[src/rtl/mips8_pkg.sv]
// Shared definitions for the nd-mips8 core: default widths plus the ALU and
// next-PC encodings that the controller drives into the datapath.
package mips8_pkg;

    localparam int MIPS8_WIDTH   = 8;
    localparam int MIPS8_REGBITS = 3;

    typedef enum logic [2:0] {
        ALU_AND = 3'b000,
        ALU_OR  = 3'b001,
        ALU_ADD = 3'b010,
        ALU_SUB = 3'b110,
        ALU_SLT = 3'b111
    } alu_op_e;

    typedef enum logic [1:0] {
        PC_ALU    = 2'b00,
        PC_ALUOUT = 2'b01,
        PC_JUMP   = 2'b10,
        PC_HOLD   = 2'b11
    } pc_src_e;

endpackage

[src/rtl/mips8_regfile.sv]
// Two-read one-write register file with combinational reads; r0 is hard-wired
// to zero on both read ports and writes to it are dropped.
module mips8_regfile
    import mips8_pkg::*;
#(
    parameter int WIDTH   = MIPS8_WIDTH,
    parameter int REGBITS = MIPS8_REGBITS
) (
    input  logic               clk,
    input  logic               reset_n,
    input  logic               we_i,
    input  logic [REGBITS-1:0] ra1_i,
    input  logic [REGBITS-1:0] ra2_i,
    input  logic [REGBITS-1:0] wa_i,
    input  logic [WIDTH-1:0]   wd_i,
    output logic [WIDTH-1:0]   rd1_o,
    output logic [WIDTH-1:0]   rd2_o
);

    localparam int NREGS = 1 << REGBITS;

    logic [WIDTH-1:0] regs_q [NREGS];

    always_ff @(posedge clk or negedge reset_n) begin
        if (!reset_n) begin
            for (int i = 0; i < NREGS; i++) begin
                regs_q[i] <= '0;
            end
        end else if (we_i && (wa_i != '0)) begin
            regs_q[wa_i] <= wd_i;
        end
    end

    // Reads see the stored value, so a same-cycle write is visible next cycle.
    assign rd1_o = (ra1_i == '0) ? '0 : regs_q[ra1_i];
    assign rd2_o = (ra2_i == '0) ? '0 : regs_q[ra2_i];

endmodule

[src/rtl/mips8_datapath.sv]
// Multicycle 8-bit datapath for nd-mips8: PC, byte-assembled instruction
// register, MDR/A/B/ALUOut holding registers, ALU and the register file.
module mips8_datapath
    import mips8_pkg::*;
#(
    parameter int WIDTH   = MIPS8_WIDTH,
    parameter int REGBITS = MIPS8_REGBITS
) (
    input  logic             clk,
    input  logic             reset_n,
    input  logic [WIDTH-1:0] memdata,
    input  logic             alusrca,
    input  logic             memtoreg,
    input  logic             iord,
    input  logic             pcen,
    input  logic             regwrite,
    input  logic             regdst,
    input  logic [1:0]       pcsrc,
    input  logic             alusrcb,
    input  logic [2:0]       alucontrol,
    input  logic [3:0]       irwrite,
    output logic [5:0]       op,
    output logic [5:0]       funct,
    output logic             zero,
    output logic [WIDTH-1:0] adr,
    output logic [WIDTH-1:0] writedata
);

    logic [WIDTH-1:0]   pc_q, pc_d;
    logic [31:0]        instr_q, instr_d;
    logic [WIDTH-1:0]   mdr_q, a_q, b_q, aluout_q;
    logic [WIDTH-1:0]   rd1, rd2, regWd;
    logic [WIDTH-1:0]   srca, srcb, aluResult, pcNext;
    logic [WIDTH-1:0]   wordOffset, immediate;
    logic [REGBITS-1:0] writeIdx;

    assign wordOffset = WIDTH'({instr_q[5:0], 2'b00});
    assign immediate  = WIDTH'(instr_q[7:0]);

    always_comb begin
        instr_d = instr_q;
        for (int b = 0; b < 4; b++) begin
            if (irwrite[b]) begin
                instr_d[8*b +: 8] = memdata[7:0];
            end
        end
    end

    assign writeIdx = regdst ? instr_q[11 +: REGBITS] : instr_q[16 +: REGBITS];
    assign regWd    = memtoreg ? mdr_q : aluout_q;

    mips8_regfile #(
        .WIDTH   (WIDTH),
        .REGBITS (REGBITS)
    ) u_regfile (
        .clk     (clk),
        .reset_n (reset_n),
        .we_i    (regwrite),
        .ra1_i   (instr_q[21 +: REGBITS]),
        .ra2_i   (instr_q[16 +: REGBITS]),
        .wa_i    (writeIdx),
        .wd_i    (regWd),
        .rd1_o   (rd1),
        .rd2_o   (rd2)
    );

    assign srca = alusrca ? a_q : pc_q;

    // The second operand depends on both selects: PC-relative vs register forms.
    always_comb begin
        srcb = '0;
        case ({alusrca, alusrcb})
            2'b00:   srcb = WIDTH'(1);
            2'b01:   srcb = wordOffset;
            2'b10:   srcb = b_q;
            2'b11:   srcb = immediate;
            default: srcb = '0;
        endcase
    end

    always_comb begin
        aluResult = '0;
        case (alucontrol)
            ALU_AND: aluResult = srca & srcb;
            ALU_OR:  aluResult = srca | srcb;
            ALU_ADD: aluResult = srca + srcb;
            ALU_SUB: aluResult = srca - srcb;
            ALU_SLT: aluResult = WIDTH'(srca < srcb);
            default: aluResult = '0;
        endcase
    end

    always_comb begin
        pcNext = pc_q;
        case (pcsrc)
            PC_ALU:    pcNext = aluResult;
            PC_ALUOUT: pcNext = aluout_q;
            PC_JUMP:   pcNext = wordOffset;
            PC_HOLD:   pcNext = pc_q;
            default:   pcNext = pc_q;
        endcase
    end

    assign pc_d = pcen ? pcNext : pc_q;

    always_ff @(posedge clk or negedge reset_n) begin
        if (!reset_n) begin
            pc_q     <= '0;
            instr_q  <= '0;
            mdr_q    <= '0;
            a_q      <= '0;
            b_q      <= '0;
            aluout_q <= '0;
        end else begin
            pc_q     <= pc_d;
            instr_q  <= instr_d;
            mdr_q    <= memdata;
            a_q      <= rd1;
            b_q      <= rd2;
            aluout_q <= aluResult;
        end
    end

    assign op        = instr_q[31:26];
    assign funct     = instr_q[5:0];
    assign zero      = (aluResult == '0);
    assign adr       = iord ? aluout_q : pc_q;
    assign writedata = b_q;

endmodule

[config.mk]
export PLATFORM = sky130hd
export DESIGN_NAME = mips8_datapath
export DESIGN_NICKNAME = d
export VERILOG_FILES = /design/src/rtl/mips8_pkg.sv /design/src/rtl/mips8_regfile.sv /design/src/rtl/mips8_datapath.sv
export SDC_FILE = /design/constraint.sdc
export NUM_CORES = 1
export LEC_CHECK = 0
export CAP_MARGIN = 20
export CORE_MARGIN = 1
export CORE_UTILIZATION = 25
export CTS_BUF_LIST = sky130_fd_sc_hd__clkbuf_8
export CTS_CLUSTER_DIAMETER = 30
export DETAILED_ROUTE_END_ITERATION = 8
export SLEW_MARGIN = 20
export SYNTH_ARGS = -nofsm -noshare
export SYNTH_HDL_FRONTEND = slang
export SYNTH_HIERARCHICAL = 1
export SYNTH_SLANG_ARGS = --single-unit
[constraint.sdc]
create_clock -name clk -period 6.25 [get_ports clk]
set_clock_uncertainty 0.2 [all_clocks]
set_input_delay 1.25 -clock clk [delete_from_list [all_inputs] [get_ports clk]]
set_output_delay 1.25 -clock clk [all_outputs]
set_load 0.02 [all_outputs]
==> impl_metrics.csv <==
group,metric,value,unit
floorplan,die_h,173,um
grt,grt-ovfl-total,0,
routing,initialDrtViolationCount,441,
floorplan,core_area,0.0287,sq mm
cts,clockBufferDepth,2,
setup_path,cp_slowest_stage_delay,0.50,ns
hold_path,hold_class,"reg -> reg",
setup_path,slowest_stage,"clkdlybuf4s50_1",
synthesis,synth_ff_type,"dfrtp_1",
timing,post-route-period-util,95.6,%
final_layout,drive_above_1_share,32.5,%
power_and_ir_drop,p_per_area,365,mW/mm^2
timing,setup_viol,0,
setup_path,path_cells,"clkdlybuf4s50_1 -> buf_12 -> mux2_2 -> a22oi_1 -> ha_1 -> nor3b_2 -> o31ai_2 -> a221o_1 -> nor3_1 -> o31ai_1 -> nor4_1 -> dlygate4sd2_1",
synthesis,synth_edf_count,0,
timing,hold_violations,0,
floorplan,io_pins,55,
timing,max_clock_freq,167,MHz
timing,worst_pin_slew,1.03,ns
cts,htreeDepth,4,
setup_path,crit_path_max_fanout,10,
synthesis,synth_area,0.00729,sq mm
setup_path,cp_top_family,"buffers and inverters",
final_layout,design_area,0.00865,sq mm
cts,clockRootBuffer,"clkbuf_8",
synthesis,async_flop_share,100,%
setup_path,worst-setup-path-type,"in -> out",
run_status,outcome,"finished clean",
grt,antenna_found_initial,0,
place,dp_hpwl,14.2,mm
power_and_ir_drop,p_leak,3.82,nW
cts,clk_latency,0.44,ns
timing,rsz0062_at_grt,"no",
timing,fin_crit,5.97,ns
routing,via_count,5054,
hold_path,worstHoldStart,"instr_q[29]$_DFFE_PN0P_",
cts,cts_buffers,17,
synthesis,yosysSeqAreaShare,40.9,%
setup_path,cp-end-kind,"output port",
grt,grt_start_max_net_pins,68,
synthesis,yosysUniqueCellTypes,72,
floorplan,rows,62,
synthesis,synth-seq-cells,119,
timing,relSlewSlack,31.4,%
synthesis,ys_warn_count,6,
hold_path,worst_hold_path.num_cells,1,
grt,first_global_vias,5062,
place,place.gp.congestion,0.865,
routing,viasPerCell,4.72,
setup_path,cp.required,4.80,ns
setup_path,worst-path-buf-inv,3,
cts,cts_tree,"done",
place,numPortBuffers,54,
setup_path,critPathLaunch,"alusrca",
setup_path,critPathLaunchType,"input pin",
flow_run,cap_violations,0,
synthesis,synth.area.top_cells,"dfrtp_1 (41%), mux2_2 (17%), mux2i_1 (4.7%)",
synthesis,postSynthCellCount,611,
setup_path,worstReg2RegEnd,"pc_q[6]$_DFFE_PN0P_",
routing,drc_errors,0,
final_layout,syn_to_final_growth,18.7,%
grt,grt_pass1_wl,30.5,mm
power_and_ir_drop,vdd_drop_max,178,uV
floorplan,start_util,25.4,%
setup_path,arrival,4.52,ns
place,placed_area,0.00825,sq mm
hold_path,hold_end,"instr_q[29]$_DFFE_PN0P_",
synthesis,syn_avg_cell_area,11.9,sq um
timing,final_max_slew_viol_count,0,
synthesis,synth_top_area_share,40.9,%
power_and_ir_drop,totalPowerFinal,3.15,mW
cts,cts.sinks,119,
setup_path,worstRegToRegCells,14,
cts,path_clk_slew,0.06,ns
setup_path,regToRegStartpoint,"instr_q[0]$_DFFE_PN0P_",
synthesis,synth_nets,666,
floorplan,die_w,173,um
synthesis,synth_top_cell_by_area,"dfrtp_1",
final_layout,fill_cells,2935,
floorplan,die_area,0.0298,sq mm
routing,totalWireLength,19.4,mm
final_layout,diodes,0,
cts,cts_setup_buffers,0,
final_layout,fin_nets,729,
routing,firstDrtPassIters,5,
grt,grt_use_total,13.4,%
routing,wire_per_inst,18.1,um
cts,hold_buffers,0,
setup_path,rrSetupSlack,3.07,ns
routing,drtAntennaViolNets,0,
## per-layer routing
layer  global-route usage, %  up-vias  part of all wire, %
met5                       0        -                    0
met4                    3.72        0                  1.1
met3                    2.90       12                  4.2
met2                    21.9      103                   49
met1                    17.9     2570                   46
li1                        -     2369                    -
## how the worst max path moves through the flow
| stage | to | slack (ns) | cells after the start |
|---|---|---|---|
| floorplan | zero | 0.43 | 14 |
| global placement | zero | 0.02 | 13 |
| detailed placement | zero | -0.07 | 12 |
| CTS | zero | 0.22 | 12 |
| global route | zero | 0.01 | 12 |
| finish | zero | 0.28 | 12 |
## state kept, by name (all words and copies together), names as in the netlist
name,flops
a_q,8
aluout_q,8
instr_q,23
mdr_q,8
pc_q,8
u_regfile/regs_q,56
writedata,8
## cell usage in the layout (no fill, tap or decap), types with 3 or more instances in the layout
cell type and instances:
dfrtp_1 119, nor3_1 6, ha_1 27, a21oi_1 8, clkbuf_8 21, nand3_1 3, a21o_1 5, buf_4 43
nor2_1 16, a221oi_2 7, inv_1 34, o31ai_1 4, clkdlybuf4s50_1 52, a311oi_1 8, nand2b_1 8, a221oi_1 21
o21a_1 4, a22oi_1 8, mux2_4 17, nor2b_1 20, nand2_1 18, buf_12 3, o21ai_0 14, clkinv_2 3
a211oi_1 11, a22o_1 3, o211ai_1 5, mux2i_1 33, mux2_2 107
## cell families after synthesis
family | count (synthesis) | share of synthesized area (%)
AO/OA/AOI/OAI | 117 | 13.0
XOR/XNOR | 1 | 0.120
adder cells (fa/ha/maj) | 29 | 5.19
buffers and inverters | 86 | 7.54
flip-flops | 119 | 40.9
multiplexers | 158 | 24.7
AND/OR/NAND/NOR | 101 | 8.60
## what timing repair did
item,CTS,global route
setup endpoints to repair,1,1
gates resized for setup,1,2
pin swaps,0,1
hold endpoints to repair,0,0
## cell usage after synthesis, types with 3 or more instances
| cell type | count |
|---|---|
| clkbuf_1 | 8 |
| a311oi_1 | 8 |
| buf_2 | 10 |
| buf_12 | 3 |
| ha_1 | 27 |
| o211ai_1 | 5 |
| nor3_1 | 6 |
| a22oi_1 | 8 |
| nor2_1 | 16 |
| nand3_1 | 3 |
| o31ai_1 | 4 |
| mux2_2 | 107 |
| o21ai_0 | 14 |
| nand2b_1 | 8 |
| a211oi_1 | 12 |
| a21o_1 | 5 |
| nor2b_1 | 20 |
| a21oi_1 | 8 |
| a221oi_2 | 7 |
| buf_6 | 11 |
| buf_4 | 20 |
| mux2i_1 | 34 |
| nand2_1 | 18 |
| inv_1 | 30 |
| a221oi_1 | 21 |
| mux2_4 | 17 |
| dfrtp_1 | 119 |
| a22o_1 | 3 |
| o21a_1 | 4 |
## final cells by class
cell class | instances | area [sq um] | share of cell area [%]
Inverter | 31 | 116 | 1.35
Clock inverter | 11 | 108 | 1.24
Clock buffer | 21 | 289 | 3.34
Tap cell | 384 | 480 | 5.55
Timing Repair Buffer | 99 | 912 | 10.5
Sequential cell | 119 | 2980 | 34.4
Multi-Input combinational cell | 406 | 3770 | 43.5
## through the flow
step / setup WS [ns] / hold slack [ns] / setup TNS (ns) / util, % / std cells
2_1_floorplan: 0.431 / 0.261 / 0 / - / 611
3_3_place_gp: 0.0154 / 0.288 / 0 / 28.7 / 1039
3_5_place_dp: -0.0749 / 0.297 / -0.0749 / 28.7 / 1039
4_1_cts: 0.223 / 0.313 / 0 / 30.1 / 1071
5_1_grt: 0.0124 / 0.332 / 0 / 30.1 / 1071
6_report: 0.277 / 0.308 / 0 / 30.1 / 1071
## power breakdown
group          leakage (nW)  switching, mW  internal, mW
registers              1.46          0.231          1.02
clock network         0.221          0.304         0.390
logic                  2.14          0.551         0.655
No activity file was read; power rests on OpenSTA's default activity.
